File: src/rtl/spi_cmd_decoder_if.sv
// Receiver-side bus between the SPI byte receiver and the command decoder.
// All three signals originate outside the sysclk domain.
interface spi_cmd_decoder_if;
  logic       iRxReady;  // byte-ready strobe, SPI-clock domain
  logic [7:0] iRx;       // received byte, stable while the next byte shifts in
  logic       iSPICS;    // chip-select, active-low

  modport master (output iRxReady, output iRx, output iSPICS);
  modport slave  (input  iRxReady, input  iRx, input  iSPICS);
endinterface

File: src/rtl/spi_cmd_decoder.sv
// SPI command decoder: synchronises the receiver strobe and chip-select into
// sysclk, assembles 5-byte frames (header, cmd, addr, data, checksum),
// validates them, and drives the per-channel fan duty registers, an update
// strobe and a saturating frame-error counter.
module spi_cmd_decoder #(
  parameter int         NUM_CH         = 4,
  parameter logic [7:0] DUTY_RESET     = 8'h80,
  parameter int         TIMEOUT_CYCLES = 65535,
  parameter logic [7:0] SYNC_HDR       = 8'hA5
) (
  input  logic                  sysclk,
  input  logic                  reset,
  spi_cmd_decoder_if.slave      rx_if,
  output logic [8*NUM_CH-1:0]   oDuty,
  output logic                  oUpdate,
  output logic [7:0]            oErrCount,
  output logic [2:0]            oState
);

  localparam logic [2:0] ST_IDLE = 3'd0;
  localparam logic [2:0] ST_CMD  = 3'd1;
  localparam logic [2:0] ST_ADDR = 3'd2;
  localparam logic [2:0] ST_DATA = 3'd3;
  localparam logic [2:0] ST_SUM  = 3'd4;

  localparam logic [7:0] CMD_WR_ONE = 8'h01;
  localparam logic [7:0] CMD_WR_ALL = 8'h02;
  localparam logic [7:0] CMD_CLR_ERR = 8'h03;

  localparam int         TW        = (TIMEOUT_CYCLES > 1) ? $clog2(TIMEOUT_CYCLES + 1) : 1;
  localparam logic [TW-1:0] TIMER_LAST = TW'(TIMEOUT_CYCLES - 1);

  // Synchroniser / edge-detect / byte capture registers
  logic        r_rdy_s1, r_rdy_s2, r_rdy_s3;
  logic        r_cs_s1, r_cs_s2, r_cs_s3;
  logic        r_byte_valid;
  logic [7:0]  r_byte;

  // Frame state
  logic [2:0]    r_state;
  logic [7:0]    r_cmd, r_addr, r_data;
  logic [TW-1:0] r_timer;
  logic [7:0]    r_err;
  logic          r_update;
  logic [7:0]    r_duty [NUM_CH];

  // Decoded events for the current cycle
  logic w_rise;
  logic w_eval;
  logic w_sum_ok;
  logic w_wr_one;
  logic w_wr_all;
  logic w_clr;
  logic w_bad;
  logic w_busy;
  logic w_abort;
  logic w_tmo;

  // Two-flop synchroniser on the ready strobe, third flop for edge detection
  always_ff @(posedge sysclk) begin
    if (!reset) begin
      r_rdy_s1 <= 1'b0;
      r_rdy_s2 <= 1'b0;
      r_rdy_s3 <= 1'b0;
    end else begin
      r_rdy_s1 <= rx_if.iRxReady;
      r_rdy_s2 <= r_rdy_s1;
      r_rdy_s3 <= r_rdy_s2;
    end
  end

  assign w_rise = r_rdy_s2 & ~r_rdy_s3;

  // Register the byte-valid pulse and capture the byte alongside it; the byte
  // has been stable for several sysclks by the time the edge is seen
  always_ff @(posedge sysclk) begin
    if (!reset) begin
      r_byte_valid <= 1'b0;
      r_byte       <= 8'h00;
    end else begin
      r_byte_valid <= w_rise;
      if (w_rise) begin
        r_byte <= rx_if.iRx;
      end
    end
  end

  // Three-flop chip-select chain so CS lines up cycle-for-cycle with byte-valid
  always_ff @(posedge sysclk) begin
    if (!reset) begin
      r_cs_s1 <= 1'b1;
      r_cs_s2 <= 1'b1;
      r_cs_s3 <= 1'b1;
    end else begin
      r_cs_s1 <= rx_if.iSPICS;
      r_cs_s2 <= r_cs_s1;
      r_cs_s3 <= r_cs_s2;
    end
  end

  // Frame evaluation happens when the checksum byte arrives in SUM. A byte
  // wins over a simultaneous CS abort, which in turn wins over the timeout.
  always_comb begin
    w_eval   = r_byte_valid && (r_state == ST_SUM);
    w_sum_ok = (r_byte == (r_cmd ^ r_addr ^ r_data));
    w_wr_one = w_eval && w_sum_ok && (r_cmd == CMD_WR_ONE) && (r_addr < 8'(NUM_CH));
    w_wr_all = w_eval && w_sum_ok && (r_cmd == CMD_WR_ALL);
    w_clr    = w_eval && w_sum_ok && (r_cmd == CMD_CLR_ERR);
    w_bad    = w_eval && !(w_wr_one || w_wr_all || w_clr);
    w_busy   = !r_byte_valid && (r_state != ST_IDLE);
    w_abort  = w_busy && r_cs_s3;
    w_tmo    = w_busy && !r_cs_s3 && (r_timer == TIMER_LAST);
  end

  // Frame FSM: header hunt in IDLE, then collect cmd/addr/data/checksum
  always_ff @(posedge sysclk) begin
    if (!reset) begin
      r_state <= ST_IDLE;
      r_cmd   <= 8'h00;
      r_addr  <= 8'h00;
      r_data  <= 8'h00;
    end else if (r_byte_valid) begin
      case (r_state)
        ST_IDLE: begin
          if (r_byte == SYNC_HDR) begin
            r_state <= ST_CMD;
          end
        end
        ST_CMD: begin
          r_cmd   <= r_byte;
          r_state <= ST_ADDR;
        end
        ST_ADDR: begin
          r_addr  <= r_byte;
          r_state <= ST_DATA;
        end
        ST_DATA: begin
          r_data  <= r_byte;
          r_state <= ST_SUM;
        end
        default: begin
          r_state <= ST_IDLE;
        end
      endcase
    end else if (w_abort || w_tmo) begin
      r_state <= ST_IDLE;
    end
  end

  // Inter-byte timeout: runs only while a frame is in progress with no byte
  always_ff @(posedge sysclk) begin
    if (!reset) begin
      r_timer <= '0;
    end else if (r_byte_valid || (r_state == ST_IDLE) || w_abort || w_tmo) begin
      r_timer <= '0;
    end else begin
      r_timer <= r_timer + 1'b1;
    end
  end

  // Error counter: saturating increment; the clear command beats saturation
  always_ff @(posedge sysclk) begin
    if (!reset) begin
      r_err <= 8'h00;
    end else if (w_clr) begin
      r_err <= 8'h00;
    end else if ((w_bad || w_abort || w_tmo) && (r_err != 8'hFF)) begin
      r_err <= r_err + 8'h01;
    end
  end

  // Update strobe coincides with the edge on which the duty registers load
  always_ff @(posedge sysclk) begin
    if (!reset) begin
      r_update <= 1'b0;
    end else begin
      r_update <= w_wr_one || w_wr_all;
    end
  end

  generate
    for (genvar gi = 0; gi < NUM_CH; gi++) begin : g_duty
      // Per-channel duty register, written by single-channel or broadcast cmd
      always_ff @(posedge sysclk) begin
        if (!reset) begin
          r_duty[gi] <= DUTY_RESET;
        end else if (w_wr_all || (w_wr_one && (r_addr == 8'(gi)))) begin
          r_duty[gi] <= r_data;
        end
      end

      assign oDuty[8*gi +: 8] = r_duty[gi];
    end
  endgenerate

  assign oUpdate   = r_update;
  assign oErrCount = r_err;
  assign oState    = r_state;

endmodule

File: src/flat_wrapper.sv
// flat-port wrapper written by rule: the top's interface ports become plain ports
module spi_cmd_decoder_flat 
#(
  parameter int         NUM_CH         = 4,
  parameter logic [7:0] DUTY_RESET     = 8'h80,
  parameter int         TIMEOUT_CYCLES = 65535,
  parameter logic [7:0] SYNC_HDR       = 8'hA5
)
  (sysclk, reset, oDuty, oUpdate, oErrCount, oState, rx_if_iRxReady, rx_if_iRx, rx_if_iSPICS);
  spi_cmd_decoder_if rx_if_i ();
  input  logic sysclk;
  input  logic reset;
  output logic [8*NUM_CH-1:0] oDuty;
  output logic oUpdate;
  output logic [7:0] oErrCount;
  output logic [2:0] oState;
  input wire logic [$bits(rx_if_i.iRxReady)-1:0] rx_if_iRxReady;
  input wire logic [$bits(rx_if_i.iRx)-1:0] rx_if_iRx;
  input wire logic [$bits(rx_if_i.iSPICS)-1:0] rx_if_iSPICS;
  assign rx_if_i.iRxReady = rx_if_iRxReady;
  assign rx_if_i.iRx = rx_if_iRx;
  assign rx_if_i.iSPICS = rx_if_iSPICS;
  spi_cmd_decoder #(.NUM_CH(NUM_CH), .DUTY_RESET(DUTY_RESET), .TIMEOUT_CYCLES(TIMEOUT_CYCLES), .SYNC_HDR(SYNC_HDR)) u_core (.sysclk(sysclk), .reset(reset), .rx_if(rx_if_i), .oDuty(oDuty), .oUpdate(oUpdate), .oErrCount(oErrCount), .oState(oState));
endmodule
File: config.mk
export PLATFORM = sky130hd
export DESIGN_NAME = spi_cmd_decoder_flat
export DESIGN_NICKNAME = d
export VERILOG_FILES = /design/src/rtl/spi_cmd_decoder_if.sv /design/src/rtl/spi_cmd_decoder.sv /design/src/flat_wrapper.sv
export SDC_FILE = /design/constraint.sdc
export NUM_CORES = 1
export LEC_CHECK = 0
export BUFFER_PORTS_ARGS = -buffer_cell sky130_fd_sc_hd__buf_2
export CAP_MARGIN = 20
export CORE_ASPECT_RATIO = 1.25
export CORE_MARGIN = 5
export CORE_UTILIZATION = 30
export CTS_CLUSTER_SIZE = 10
export DETAILED_ROUTE_END_ITERATION = 6
export GPL_TIMING_DRIVEN = 1
export PLACE_DENSITY = 0.49
export SLEW_MARGIN = 25
export SYNTH_ARGS = -nofsm -noshare
export SYNTH_HDL_FRONTEND = slang
export SYNTH_SLANG_ARGS = --single-unit
File: constraint.sdc
create_clock -name sysclk -period 2.25 [get_ports sysclk]
set_clock_uncertainty 0.15 [all_clocks]
set_input_delay 0.3375 -clock sysclk [delete_from_list [all_inputs] [get_ports sysclk]]
set_output_delay 0.3375 -clock sysclk [all_outputs]
set_load 0.05 [all_outputs]
Yosys cells after proc, flatten, opt, wreduce, memory -nomap -nowiden
Memory sizes are Yosys's and may differ from the RTL's.
Cells that the tools add are included.
{"block": "op_classes", "n_addsub": 2, "multipliers": 0, "n_div": 0, "magnitude_cmp": 1, "n_eq_ne": 15, "shift": 0, "n_mux": 21, "bitwise_logic": 9, "n_reduce_logical": 41}
{"operator": "equality test 8 x 2 -> 1 bit, second input constant", "count": 4}
{"operator": "two-way mux 8 bit", "count": 4}
{"operator": "adder 16 x 1 -> 16 bit, second input constant", "count": 1}
{"operator": "equality test 16 bit, second input constant", "count": 1}
{"operator": "equality test 8 x 1 -> 1 bit, second input constant", "count": 2}
{"operator": "logical AND 1 bit", "count": 16}
{"operator": "XOR 8 bit", "count": 2}
{"operator": "two-way mux 1 bit", "count": 13}
{"operator": "logical OR 1 bit", "count": 12}
{"operator": "case mux 3 bit (4 select lines)", "count": 1}
{"operator": "two-way mux 3 bit", "count": 3}
{"operator": "adder 8 x 1 -> 8 bit, second input constant", "count": 1}
{"operator": "equality test 8 bit", "count": 1}
{"operator": "equality test 8 bit, second input constant", "count": 1}
{"operator": "logical NOT 8 bit", "count": 1}
{"operator": "less-than comparator 8 x 3 -> 1 bit, second input constant", "count": 1}
{"operator": "!= test 8 bit, second input constant", "count": 1}
{"operator": "AND reduction 2 bit", "count": 4}
{"operator": "equality test 3 x 2 -> 1 bit, second input constant", "count": 2}
{"operator": "bitwise OR 1 bit", "count": 4}
{"operator": "OR reduction 2 bit", "count": 2}
{"operator": "equality test 3 x 1 -> 1 bit, second input constant", "count": 1}
{"operator": "equality test 3 bit, second input constant", "count": 1}
{"operator": "logical NOT 1 bit", "count": 3}
{"operator": "6 further kinds", "count": 7}
{"block": "totals", "reg_bits": 67, "latch_bits": 0, "mem_bits_rw": 32, "romBits": 0, "inputBits": 12, "out_inout_bits": 44, "word_cells": 105, "memories": 1}
{"name": "u_core.r_duty", "words": 4, "word_bits": 8, "read_ports": 4, "rd_clocked_by_memory_dff": 0, "write_ports": 4, "line": "spi_cmd_decoder.sv:45", "source": "logic [7:0] r_duty [NUM_CH];"}

Longest topological paths before layout
{"block": "depth", "word_depth": 13, "mapped_depth": 9}

Worst setup path before layout
Ideal clock, no wire load.
{"block": "synth_path", "path_type": "register to register", "startpoint": "reg u_core.r_state[2], in the netlist u_core.oState[2]", "endpoint": "mem u_core.r_duty[3][0] (enable)", "setup_ns": 0.329, "arrival_time_ns": 2.150, "required_ns": 1.771, "slack_ns": -0.379, "stages_incl_launch_ff": 8, "period_less_slack_ns": 2.629, "path_cell_list": "dfxtp_1 > nand2_1 > nor3_1 > nand4_1 > or3_4 > or2_1 > buf_6 > nand2_1"}
{"element": "start, declared", "line": "spi_cmd_decoder.sv:40", "source": "logic [2:0] r_state;"}
{"element": "start signal, assigned", "line": "spi_cmd_decoder.sv:118", "source": "r_state <= ST_IDLE;"}
{"element": "start signal, assigned", "line": "spi_cmd_decoder.sv:126", "source": "r_state <= ST_CMD;"}
{"element": "start signal, assigned", "line": "spi_cmd_decoder.sv:131", "source": "r_state <= ST_ADDR;"}
{"element": "end, declared", "line": "spi_cmd_decoder.sv:45"}

==> results by group <==
Status
  – Status: finished, final reports clean

CTS
  – CTS tree: yes
  – CTS max path bufs: 2
  – Worst-path clk slew: 0.07 ns
  – Total clock sinks: 99
  – CTS root buf: clkbuf_16
  – Setup Buffers After CTS: 0
  – Htree depth: 3
  – Worst-Skew Late Latency: 0.34 ns
  – Num CTS Buffers: 9

Layout
  – Util after Layout: 0.383
  – Filler cells: 1409
  – Layout cells sized above 1: 0.260
  – P&R area growth vs syn: 25.2%
  – Area of the multi-input gates: 0.00192 mm²
  – Antenna Cells: 0
  – Nets: 541
  – FF+latch area: 0.00232 mm²

Global route
  – Vias in the first global route: 3047
  – Grt ovf: 0
  – Initial antenna violation count: 0
  – Largest net degree at the start of global routing: 21
  – Global-route wire length before repair: 15200 µm
  – Gr usage total: 0.117

Timing
  – Final hold slack: 0.0489 ns
  – Slew Limit Fails: 0
  – Tcrit/Tclk final: 0.974
  – Hold violation total from the final report: 0
  – Slew at the pin closest to its max-slew limit: 0.586 ns
  – Worst Slack Setup Final: 0.0578 ns
  – Final Setup Violations: 0
  – Rel. slew slack: 0.608
  – RSZ-0062 raised after global routing: true
  – Period minus WS final: 2.19 ns
  – Fmax: 456 MHz

Floorplanning
  – Initial core utilization: 0.306
  – Die width: 116 µm
  – Die area: 0.0166 mm²
  – Die outline height: 143 µm
  – Core Rows: 48
  – Core area: 0.0139 mm²
  – I/O pins: 56

Placement
  – # port buffers: 55
  – DP Worst Slack: -0.0171 ns
  – Routability cong.: 0.781
  – DP HPWL: 7100 µm

Routing
  – Total wire length: 9440 µm
  – Initial drt markers: 163
  – Routed length per instance: 13.4 µm
  – Vias per Instance: 4.52
  – DRC: 0
  – Post-route ant nets: 0
  – Routed via count: 3191
  – Pre-Repair DR Iteration Count: 4

Power
  – Worst vdd ir: 0.000288 V
  – PwrDens: 664 mW/mm²
  – P_leak: 1.97 nW

Worst setup path
  – Worst Setup EP: u_core.r_duty[2][2]$_SDFFCE_PN0P_
  – CP Class: register to register
  – Crit-path max FO: 8
  – CP startpoint kind: register
  – Reg2Reg Depth: 6
  – Worst path arrival time: 2.08 ns
  – Critical R2R Capture: u_core.r_duty[2][2]$_SDFFCE_PN0P_
  – Worst Setup End Kind: register
  – Origin of the critical flop-to-flop path: u_core.r_data[0]$_SDFFE_PN0P_
  – R2R Setup Slk: 0.06 ns
  – Worst setup startpoint: u_core.r_data[0]$_SDFFE_PN0P_
  – Worst path required time: 2.14 ns

Synth
  – Post-synthesis sequential area ratio: 0.542
  – Post-Synthesis Cells: 439
  – Fraction of registers with async set/reset: 0
  – Seq cells post-synth: 99
  – Top cells by area, synth: dfxtp_1 32%, edfxtp_1 23%, nand2_1 7.3%, nor2_1 5.6%, a21boi_0 4.4%
  – Synth area leader: dfxtp_1
  – Avg Synthesized Cell Area: 9.67 µm²
  – Main synth FF type: dfxtp_1
  – Top-count cell post-synth: nand2_1
  – Post-synth top cells: 83 x nand2_1, 67 x dfxtp_1, 63 x nor2_1, 32 x edfxtp_1, 25 x a21boi_0
  – Post-synth top area share: 0.316
  – Synth cell types: 41
  – Synth Net Count: 454
  – Ys Warns: 0
  – Synth Cell Area: 0.00425 mm²
  – Post-synth EDFFs: 32

Min path
  – Worst min-delay path category: input pin to register

Run
  – Max Cap Viol: 0
worst min-delay path by stage:
stage / from / to / slack (ns) / depth (start not counted)
after floorplan: u_core.r_cs_s1$_SDFF_PN1_ / u_core.r_cs_s2$_SDFF_PN1_ / 0.24 / 1
after global placement: u_core.r_cs_s2$_SDFF_PN1_ / u_core.r_cs_s3$_SDFF_PN1_ / 0.24 / 1
after detailed placement: u_core.r_cs_s2$_SDFF_PN1_ / u_core.r_cs_s3$_SDFF_PN1_ / 0.24 / 1
after CTS: rx_if_iRxReady / u_core.r_rdy_s1$_SDFF_PN0_ / 0.04 / 2
after global routing: rx_if_iSPICS / u_core.r_cs_s1$_SDFF_PN1_ / 0.05 / 2
final: rx_if_iRxReady / u_core.r_rdy_s1$_SDFF_PN0_ / 0.05 / 2
registers in the layout, summed over array words and instances (netlist names), 3 cells and up:
register / flops
u_core.r_duty: 32
u_core.r_timer: 16
u_core.oErrCount: 8
u_core.r_addr: 8
u_core.r_byte: 8
u_core.r_cmd: 8
u_core.r_data: 8
u_core.oState: 3
per-stage QoR:
step | setup TNS (ns) | power [mW] | cells | instance area [µm²]
global route | -0.150 | 3.68 | 706 | 5320
floorplan | 0 | 2.04 | 439 | 4290
detailed placement | -0.147 | 2.11 | 690 | 4970
global placement | 0 | 2.11 | 690 | 4970
CTS | 0 | 3.59 | 706 | 5260
finish | 0 | 3.53 | 706 | 5320
worst max-delay path, cell delays in order (launching register included):
cell     delay (ns)
dfxtp_1        0.37
xor2_1         0.21
xnor2_1        0.14
nand4_1        0.13
or3_4          0.45
or2_1          0.26
nand2_2        0.18
layer usage:
layer / track usage / part of all wire / vias up
li1: - / - / 1645
met1: 0.149 / 0.43 / 1464
met2: 0.191 / 0.49 / 67
met3: 0.0284 / 0.059 / 15
met4: 0.0476 / 0.017 / 0
met5: 0 / 0 / -
power breakdown:
part | total (mW) | switching (mW) | internal, mW
clock | 1.47 | 0.698 | 0.769
sequential | 1.87 | 0.00927 | 1.86
combinational | 0.193 | 0.131 | 0.0620
cell families (layout without fill, tap and decap cells):
family,after synthesis,after routing,share of synthesized area
flip-flops,99,99,0.542
AO/OA/AOI/OAI,47,47,0.0807
XOR/XNOR,36,36,0.0742
multiplexers,15,15,0.0354
adder cells (fa/ha/maj),3,3,0.00884
buffers and inverters,22,114,0.0253
AND/OR/NAND/NOR,217,217,0.233
cell type report:
class	instances	area share
Tap cell	175	0.0412
Sequential cell	99	0.436
Inverter	6	0.00424
Clock inverter	7	0.0111
Timing Repair Buffer	92	0.104
Clock buffer	9	0.0424
Multi-Input combinational cell	318	0.361
placed cells by master (no fill, tap or decap), types with 14 or more instances in the layout:
cell type | Yosys | routed
edfxtp_1 | 32 | 32
xnor2_1 | 17 | 14
nand2_1 | 83 | 79
nor2b_1 | 15 | 15
buf_4 | 0 | 37
nor2_1 | 63 | 63
buf_2 | 2 | 55
dfxtp_1 | 67 | 54
nand3_1 | 14 | 14
xor2_1 | 19 | 18
a21boi_0 | 25 | 25
mux2i_1 | 15 | 15
what timing repair did:
| item | in CTS | in global routing |
|---|---|---|
| hold buffers | 0 | 0 |
| gates resized for setup | 2 | 17 |
| pin swaps | 0 | 7 |
| setup endpoints to repair | 10 | 54 |
Power figures use the tool's default switching activity.
